[config.mk]
export PLATFORM = sky130hd
export DESIGN_NAME = sm_to_2comp
export DESIGN_NICKNAME = d
export VERILOG_FILES = /design/src/rtl/sm_to_2comp_pkg.sv /design/src/rtl/sm_to_2comp_uc.sv /design/src/rtl/sm_to_2comp.sv
export SDC_FILE = /design/constraint.sdc
export NUM_CORES = 1
export LEC_CHECK = 0
export ABC_AREA = 0
export BUFFER_PORTS_ARGS = -buffer_cell sky130_fd_sc_hd__buf_2
export CORE_MARGIN = 3
export CORE_UTILIZATION = 58
export DETAILED_ROUTE_END_ITERATION = 10
export HOLD_SLACK_MARGIN = 0.1
export MAX_ROUTING_LAYER = met4
export PLACE_DENSITY = 0.91
export REMOVE_ABC_BUFFERS = 1
export SETUP_SLACK_MARGIN = 0.5
export SYNTH_ARGS = -nofsm -noshare
export SYNTH_HDL_FRONTEND = slang
export SYNTH_HIERARCHICAL = 1
export SYNTH_SLANG_ARGS = --single-unit
[constraint.sdc]
create_clock -name clk -period 2.6 [get_ports clk]
set_input_delay 0.65 -clock clk [delete_from_list [all_inputs] [get_ports clk]]
set_output_delay 0.65 -clock clk [all_outputs]
set_load 0.02 [all_outputs]
[src/rtl/sm_to_2comp_pkg.sv]
// Shared definitions for the sign-magnitude to two's-complement converter:
// default magnitude width and the control FSM state encoding.
package sm_to_2comp_pkg;

   localparam int N_DEFAULT = 4;

   typedef enum logic [1:0] {
      IDLE  = 2'd0,
      CHECK = 2'd1,
      NEG   = 2'd2,
      DONE  = 2'd3
   } state_t;

endpackage

[src/rtl/sm_to_2comp_uc.sv]
// Control unit: sequences capture, the bit-serial negation and the result
// load; busy and done are pure functions of the state register.
module UC_SM2comp
   import sm_to_2comp_pkg::*;
(
   input  logic clk,
   input  logic RESET,
   input  logic S,
   input  logic trivial,
   input  logic cnt_last,
   output logic capture,
   output logic shift,
   output logic loadres,
   output logic done,
   output logic busy
);

   state_t state_reg;
   state_t state_next;

   always_ff @(posedge clk) begin
      if (!RESET) begin
         state_reg <= IDLE;
      end else begin
         state_reg <= state_next;
      end
   end

   always_comb begin
      state_next = state_reg;
      capture    = 1'b0;
      shift      = 1'b0;
      loadres    = 1'b0;
      case (state_reg)
         IDLE: begin
            if (S) begin
               capture    = 1'b1;
               state_next = CHECK;
            end
         end
         CHECK: begin
            // Positive operands and both zeros skip negation entirely
            if (trivial) begin
               loadres    = 1'b1;
               state_next = DONE;
            end else begin
               state_next = NEG;
            end
         end
         NEG: begin
            shift = 1'b1;
            if (cnt_last) begin
               loadres    = 1'b1;
               state_next = DONE;
            end
         end
         DONE: begin
            state_next = IDLE;
         end
         default: begin
            state_next = IDLE;
         end
      endcase
   end

   assign busy = (state_reg != IDLE);
   assign done = (state_reg == DONE);

endmodule

[src/rtl/sm_to_2comp.sv]
// Sign-magnitude to two's-complement converter: datapath registers plus the
// UC_SM2comp control unit. Negation is ~m + 1, computed LSB first.
module sm_to_2comp
   import sm_to_2comp_pkg::*;
#(
   parameter int N = N_DEFAULT
)
(
   input  logic         clk,
   input  logic         RESET,
   input  logic         S,
   input  logic [N:0]   sm,
   output logic [N:0]   tc,
   output logic         busy,
   output logic         done
);

   localparam int CW = $clog2(N + 1);

   logic          sign_reg;
   logic [N-1:0]  mag_reg;
   logic [N-1:0]  res_reg;
   logic [N-1:0]  res_next;
   logic [CW-1:0] cnt_reg;
   logic          carry_reg;
   logic          carry_next;
   logic          r_bit;
   logic [N:0]    tc_reg;

   logic          capture;
   logic          shift;
   logic          loadres;
   logic          trivial;
   logic          cnt_last;

   assign trivial    = !sign_reg || (mag_reg == '0);
   assign cnt_last   = (cnt_reg == CW'(N - 1));
   assign r_bit      = ~mag_reg[0] ^ carry_reg;
   assign carry_next = ~mag_reg[0] & carry_reg;

   // Each new result bit enters at the MSB so after N steps bit 0 sits at the LSB
   assign res_next[N-1] = r_bit;
   genvar gi;
   generate
      for (gi = 0; gi < N - 1; gi++) begin : g_res_shift
         assign res_next[gi] = res_reg[gi + 1];
      end
   endgenerate

   UC_SM2comp u_uc (
      .clk      (clk),
      .RESET    (RESET),
      .S        (S),
      .trivial  (trivial),
      .cnt_last (cnt_last),
      .capture  (capture),
      .shift    (shift),
      .loadres  (loadres),
      .done     (done),
      .busy     (busy)
   );

   always_ff @(posedge clk) begin
      if (!RESET) begin
         sign_reg  <= 1'b0;
         mag_reg   <= '0;
         res_reg   <= '0;
         cnt_reg   <= '0;
         carry_reg <= 1'b1;
         tc_reg    <= '0;
      end else begin
         if (capture) begin
            sign_reg  <= sm[N];
            mag_reg   <= sm[N-1:0];
            cnt_reg   <= '0;
            carry_reg <= 1'b1;
         end
         if (shift) begin
            mag_reg   <= mag_reg >> 1;
            res_reg   <= res_next;
            cnt_reg   <= cnt_reg + CW'(1);
            carry_reg <= carry_next;
         end
         if (loadres) begin
            tc_reg <= shift ? {1'b1, res_next} : {1'b0, mag_reg};
         end
      end
   end

   assign tc = tc_reg;

endmodule

# [Word level (Yosys, flattened, before mapping)]
# Index checks and enable logic that the tools add are counted.
[totals] reg_bits=20 latchBits=0 mem_count=0 out_inout_bits=7 input_bits=8 ram_bits=0 rom_bits=0 word_cells=44
[op_classes] bitwise=4 magnitude_cmp=0 mul=0 n_addsub=1 n_reduce_logical=8 n_eq_ne=6 shift=0 muxes=17 div_mod_pow=0
[op_table] op="$mux 3" n=4
[op_table] op="$mux 1" n=8
[op_table] op="$pmux 2 s4" n=1
[op_table] op="$mux 5" n=1
[op_table] op="$eq 2x2->1 const B" n=2
[op_table] op="$logic_not 4->1" n=1
[op_table] op="$mux 2" n=2
[op_table] op="$ne 2x2->1 const B" n=2
[op_table] op="$reduce_bool 2->1" n=2
[op_table] op="$add 3x1->3 const B" n=1
[op_table] op="$eq 3x2->1 const B" n=1
[op_table] op="$eq 2x1->1 const B" n=1
[op_table] op="$logic_not 2->1" n=1
[op_table] op="$not 1->1" n=2
[op_table] op="$pmux 1 s2" n=1
[op_table] op="$reduce_and 2->1" n=1
[op_table] op="$reduce_or 2->1" n=1
[op_table] op="$and 1x1->1" n=1
[op_table] op="$logic_not 1->1" n=1
[op_table] op="$logic_or 1x1->1" n=1
[op_table] op="$xor 1x1->1" n=1

# [Longest topological paths before layout]
[logic_depth] ltp_word=4 ltp_mapped=7 mapped_depth_nobuf=6

# [By module]
# Netlist, hierarchy kept.
[modules_own_cells] mod="sm_to_2comp" area_per_inst_um2=758.2 cells_per_inst=75 n_inst=1 seq_area_each_um2=340.3
[modules_own_cells] mod="UC_SM2comp" area_per_inst_um2=217.7 cells_per_inst=24 n_inst=1 seq_area_each_um2=40.0

# [Worst setup path before layout]
# No wires, ideal clock.
[synth_timing] path_kind="flip-flop to flip-flop" start="reg u_uc.state_reg[1]" end="reg tc_reg[4] (netlist: tc[4])" setup_time_ps=129 t_arrival_ps=1361 path_stages_with_launch=7 period_less_slack_ps=1490 required_time_ps=2471 slack_ps=1110 n_path_buf=1 cell_sequence="dfxtp_1 -> inv_1 -> ha_1 -> a21boi_1 -> clkbuf_1 -> mux2i_1 -> nor2_1"
[synth_via] elab_cells_between_ends=5 cone_classes="eq/ne (2); mux (3)"
[synth_rtl] item="from (decl)" line="sm_to_2comp_uc.sv:18" text="state_t state_reg;"
[synth_rtl] item="from (signal assigned)" line="sm_to_2comp_uc.sv:25" text="state_reg <= state_next;"
[synth_rtl] item="$eq 2x2->1 or $eq 2x1->1 (tied branches)" line="sm_to_2comp_uc.sv:34" text="case (state_reg)"
[synth_rtl] item="$pmux 1 s2 *" line="sm_to_2comp_uc.sv:34"
[synth_rtl] item="named net loadres" line="sm_to_2comp.sv:32" text="logic loadres;"
[synth_rtl] item="to (signal assigned)" line="sm_to_2comp.sv:85" text="tc_reg <= shift ? {1'b1, res_next} : {1'b0, mag_reg};"
[synth_rtl] item="to (decl)" line="sm_to_2comp.sv:28" text="logic [N:0] tc_reg;"
# The timed path passes the listed nets; every way through them passes the cells marked *.
# A chain may end at the register's enable or synchronous reset.

# [Final worst setup path]
[layout_timing] start="reg u_uc.state_reg[0]" end="out busy"
[layout_via] elab_chain_cells=1
[layout_lines] item="$reduce_bool 2->1" line="sm_to_2comp_uc.sv:66" text="assign busy = (state_reg != IDLE);"
[layout_lines] item="to (decl)" line="sm_to_2comp.sv:14" text="output logic busy,"
# Every way passes these cells.

==> results.yml <==
run_status:
  status: "finished clean"
clock_network:
  postCtsSetupBuffers: 0
  cts_tree: "done"
  cts_root_buffer: "clkbuf_4"
  cts_resized: 0
  cts_buffer_depth: 2
  cts.sinks: 19
  clk_latency_ps: 300
  numCtsBuffers: 3
  cts.clk_slew.worst_paths_ps: 100
  holdBufCountCts: 0
  htreeDepth: 1
drt:
  drt-wirelength-per-cell_microns: 13.6
  drtAntennaViolNets: 0
  via_count: 744
  first_pass_iters: 4
  viasPerCell: 5.77
  drtIter0Drc: 7
  totalWireLength_mm: 1.75
  remaining_drc_errors: 0
sta:
  setup_viol: 0
  worst_pin_slew_ps: 578
  finalWorstSetupSlack_ps: 686
  fin_tns_setup_ps: 0
  slew_headroom_pct: 61.4
  post-route-min-period_ps: 1910
  hold_ws_ps: 517
  slew_viol_final: 0
  skew_ps: 1.43
  fmax_mhz: 522
  rsz0062_at_grt: "false"
  fin_crit_sh_pct: 73.6
  hold_viol_final: 0
run:
  drv_cap: 0
pwr:
  switching_share_pct: 40.1
  ir_worst_vdd_mv: 0.517
  combPwrFrac_pct: 45.3
  seq_power_share_pct: 40.4
  p_switching_mw: 0.423
  p_per_area_mw_per_mm2: 995
  power_frac_clock_pct: 14.3
  p_leak_nw: 0.451
  internal_power_mw: 0.632
synth:
  synth_cell_types: 23
  ys_ff_latch: 19
  avgSynthCellArea_sq_um: 9.86
  synth_warnings: 6
  postSynthCellCount: 99
  ys_seq_area_share_pct: 39.0
  synthesis.area_sq_um: 976
place:
  place_inst: 125
  place_ws_ps: 818
  port_buffers: 14
  gp_congestion: 0.809
  dp_hpwl_mm: 1.27
final_layout:
  final_cells: 129
  n_fill_cell: 123
  final_nets: 131
  multi_input_area_sq_um: 528
  largest_reg_flops: 5
  layout-drive-gt1-share_pct: 18.6
  antennaDiodeCount: 0
  area_growth_pct: 8.59
  register_area_sq_um: 380
critical_path:
  arrival_ps: 1260
  critPathTopFamily: "flip-flops"
  critPathMaxStageDelay_ps: 400
  worstPathCellList: "inv_1, ha_1, inv_1, buf_2"
  startpoint_type: "register"
  slowest_stage: "dfxtp_1"
  crit_fanout: 5
  worstSetupPathType: "register to primary output"
  worst_setup_path_end_kind: "primary output"
  crit_path_frequent_cell: "inv_1"
  path_buf_inv: 3
  critPathRequiredTime_ps: 1950
grt:
  met3_usage_pct: 3.45
  grt_use_total_pct: 19.5
  antenna_found_initial: 0
  grt.overflow.total: 0
  grt_util_met1_pct: 23.2
  grt_pass1_wl_mm: 2.87
  grt_use_met2_pct: 29.8
  grt_pass1_vias: 662
  grt_max_degree: 22
  grt.busiest_layer: "met2"
floorplanning:
  io_pins: 15
  core_region_area_sq_mm: 0.00154
  die_area_sq_mm: 0.00221
  row_count: 14
  die_y_microns: 47.0
  die_x_microns: 47.0
  start_util_pct: 63.3
hold_path:
  hold_class: "register to register"
[worst paths after layout]
check	start	end	slack (ps)	cells after the start
worst min register to register	tc[4]	tc[4]	520	2
worst max-delay path	u_uc/state_reg[0]	busy	690	4
worst min-delay path	tc[4]	tc[4]	520	2
worst max register to register	mag_reg[1]	tc[4]	800	5
[power groups by stage]
| stage | sequential, mW | clock, mW | combinational (mW) |
|---|---|---|---|
| floorplan | 0.442 | 0 | 0.343 |
| global placement | 0.426 | 0 | 0.460 |
| detailed placement | 0.430 | 0 | 0.477 |
| CTS | 0.424 | 0.157 | 0.482 |
| global route | 0.435 | 0.169 | 0.534 |
| finish | 0.426 | 0.150 | 0.478 |
[metal layers]
metal,wire [microns],part of all wire (%)
met1,752,43
met4,57,3.3
met2,879,50
met5,0,0
met3,60,3.4
[per-stage QoR]
step / instance area, sq um / total power, mW / util, %
detailed placement: 1030 / 0.907 / 67.0
floorplan: 935 / 0.784 / -
CTS: 1060 / 1.06 / 68.8
finish: 1060 / 1.05 / 68.8
global placement: 1030 / 0.886 / 67.0
global route: 1060 / 1.14 / 68.8
[synthesized netlist by cell type (all sizes together)]
cell | instances | area [sq um]
nand3b | 1 | 7.51
or2b | 2 | 15.0
nor2b | 6 | 45.0
nor2 | 6 | 22.5
a21boi | 2 | 15.0
ha | 9 | 113
nand2 | 3 | 11.3
inv | 7 | 26.3
and2 | 1 | 6.26
dfxtp | 19 | 380
o31ai | 1 | 7.51
a21oi | 7 | 38.8
or3b | 4 | 35.0
buf | 3 | 33.8
mux2i | 13 | 130
o311a | 1 | 10.0
clkbuf | 2 | 7.51
o41ai | 1 | 8.76
a211oi | 3 | 22.5
o21ai | 6 | 30.0
nor3 | 2 | 10.0
[cell usage in the layout (no fill, tap or decap)]
cell / instances
or3b_1: 4
nor2b_1: 5
nor2_1: 6
and2_1: 1
a21oi_1: 6
dfxtp_1: 19
nand2_1: 3
or2b_1: 2
o41ai_1: 1
o31ai_1: 1
clkbuf_4: 3
buf_4: 1
clkinv_2: 1
a21oi_2: 1
o311a_1: 1
ha_1: 9
a21boi_1: 2
mux2i_1: 13
buf_2: 14
o21ai_0: 6
nor2b_4: 1
inv_1: 7
nor3_1: 2
a211oi_1: 3
nand3b_1: 1
[worst reg2reg max path, delay by kind of cell, from the launching register on]
kind	cells	cell delay, ps
multiplexers	1	250
AO/OA/AOI/OAI	2	900
AND/OR/NAND/NOR	2	180
flip-flops	1	360
[kinds of logic after synthesis]
logic type	share of synthesized area, %
buffers and inverters	6.92
AO/OA/AOI/OAI	13.6
adder cells (fa/ha/maj)	11.5
AND/OR/NAND/NOR	15.6
flip-flops	39.0
multiplexers	13.3
[cell type report]
class	count	share of cell area [%]
Clock buffer	3	2.13
Multi-Input combinational cell	68	49.8
Inverter	7	2.48
Clock inverter	1	0.472
Tap cell	16	1.89
Timing Repair Buffer	15	7.32
Sequential cell	19	35.9
Power figures use the tool's default switching activity.
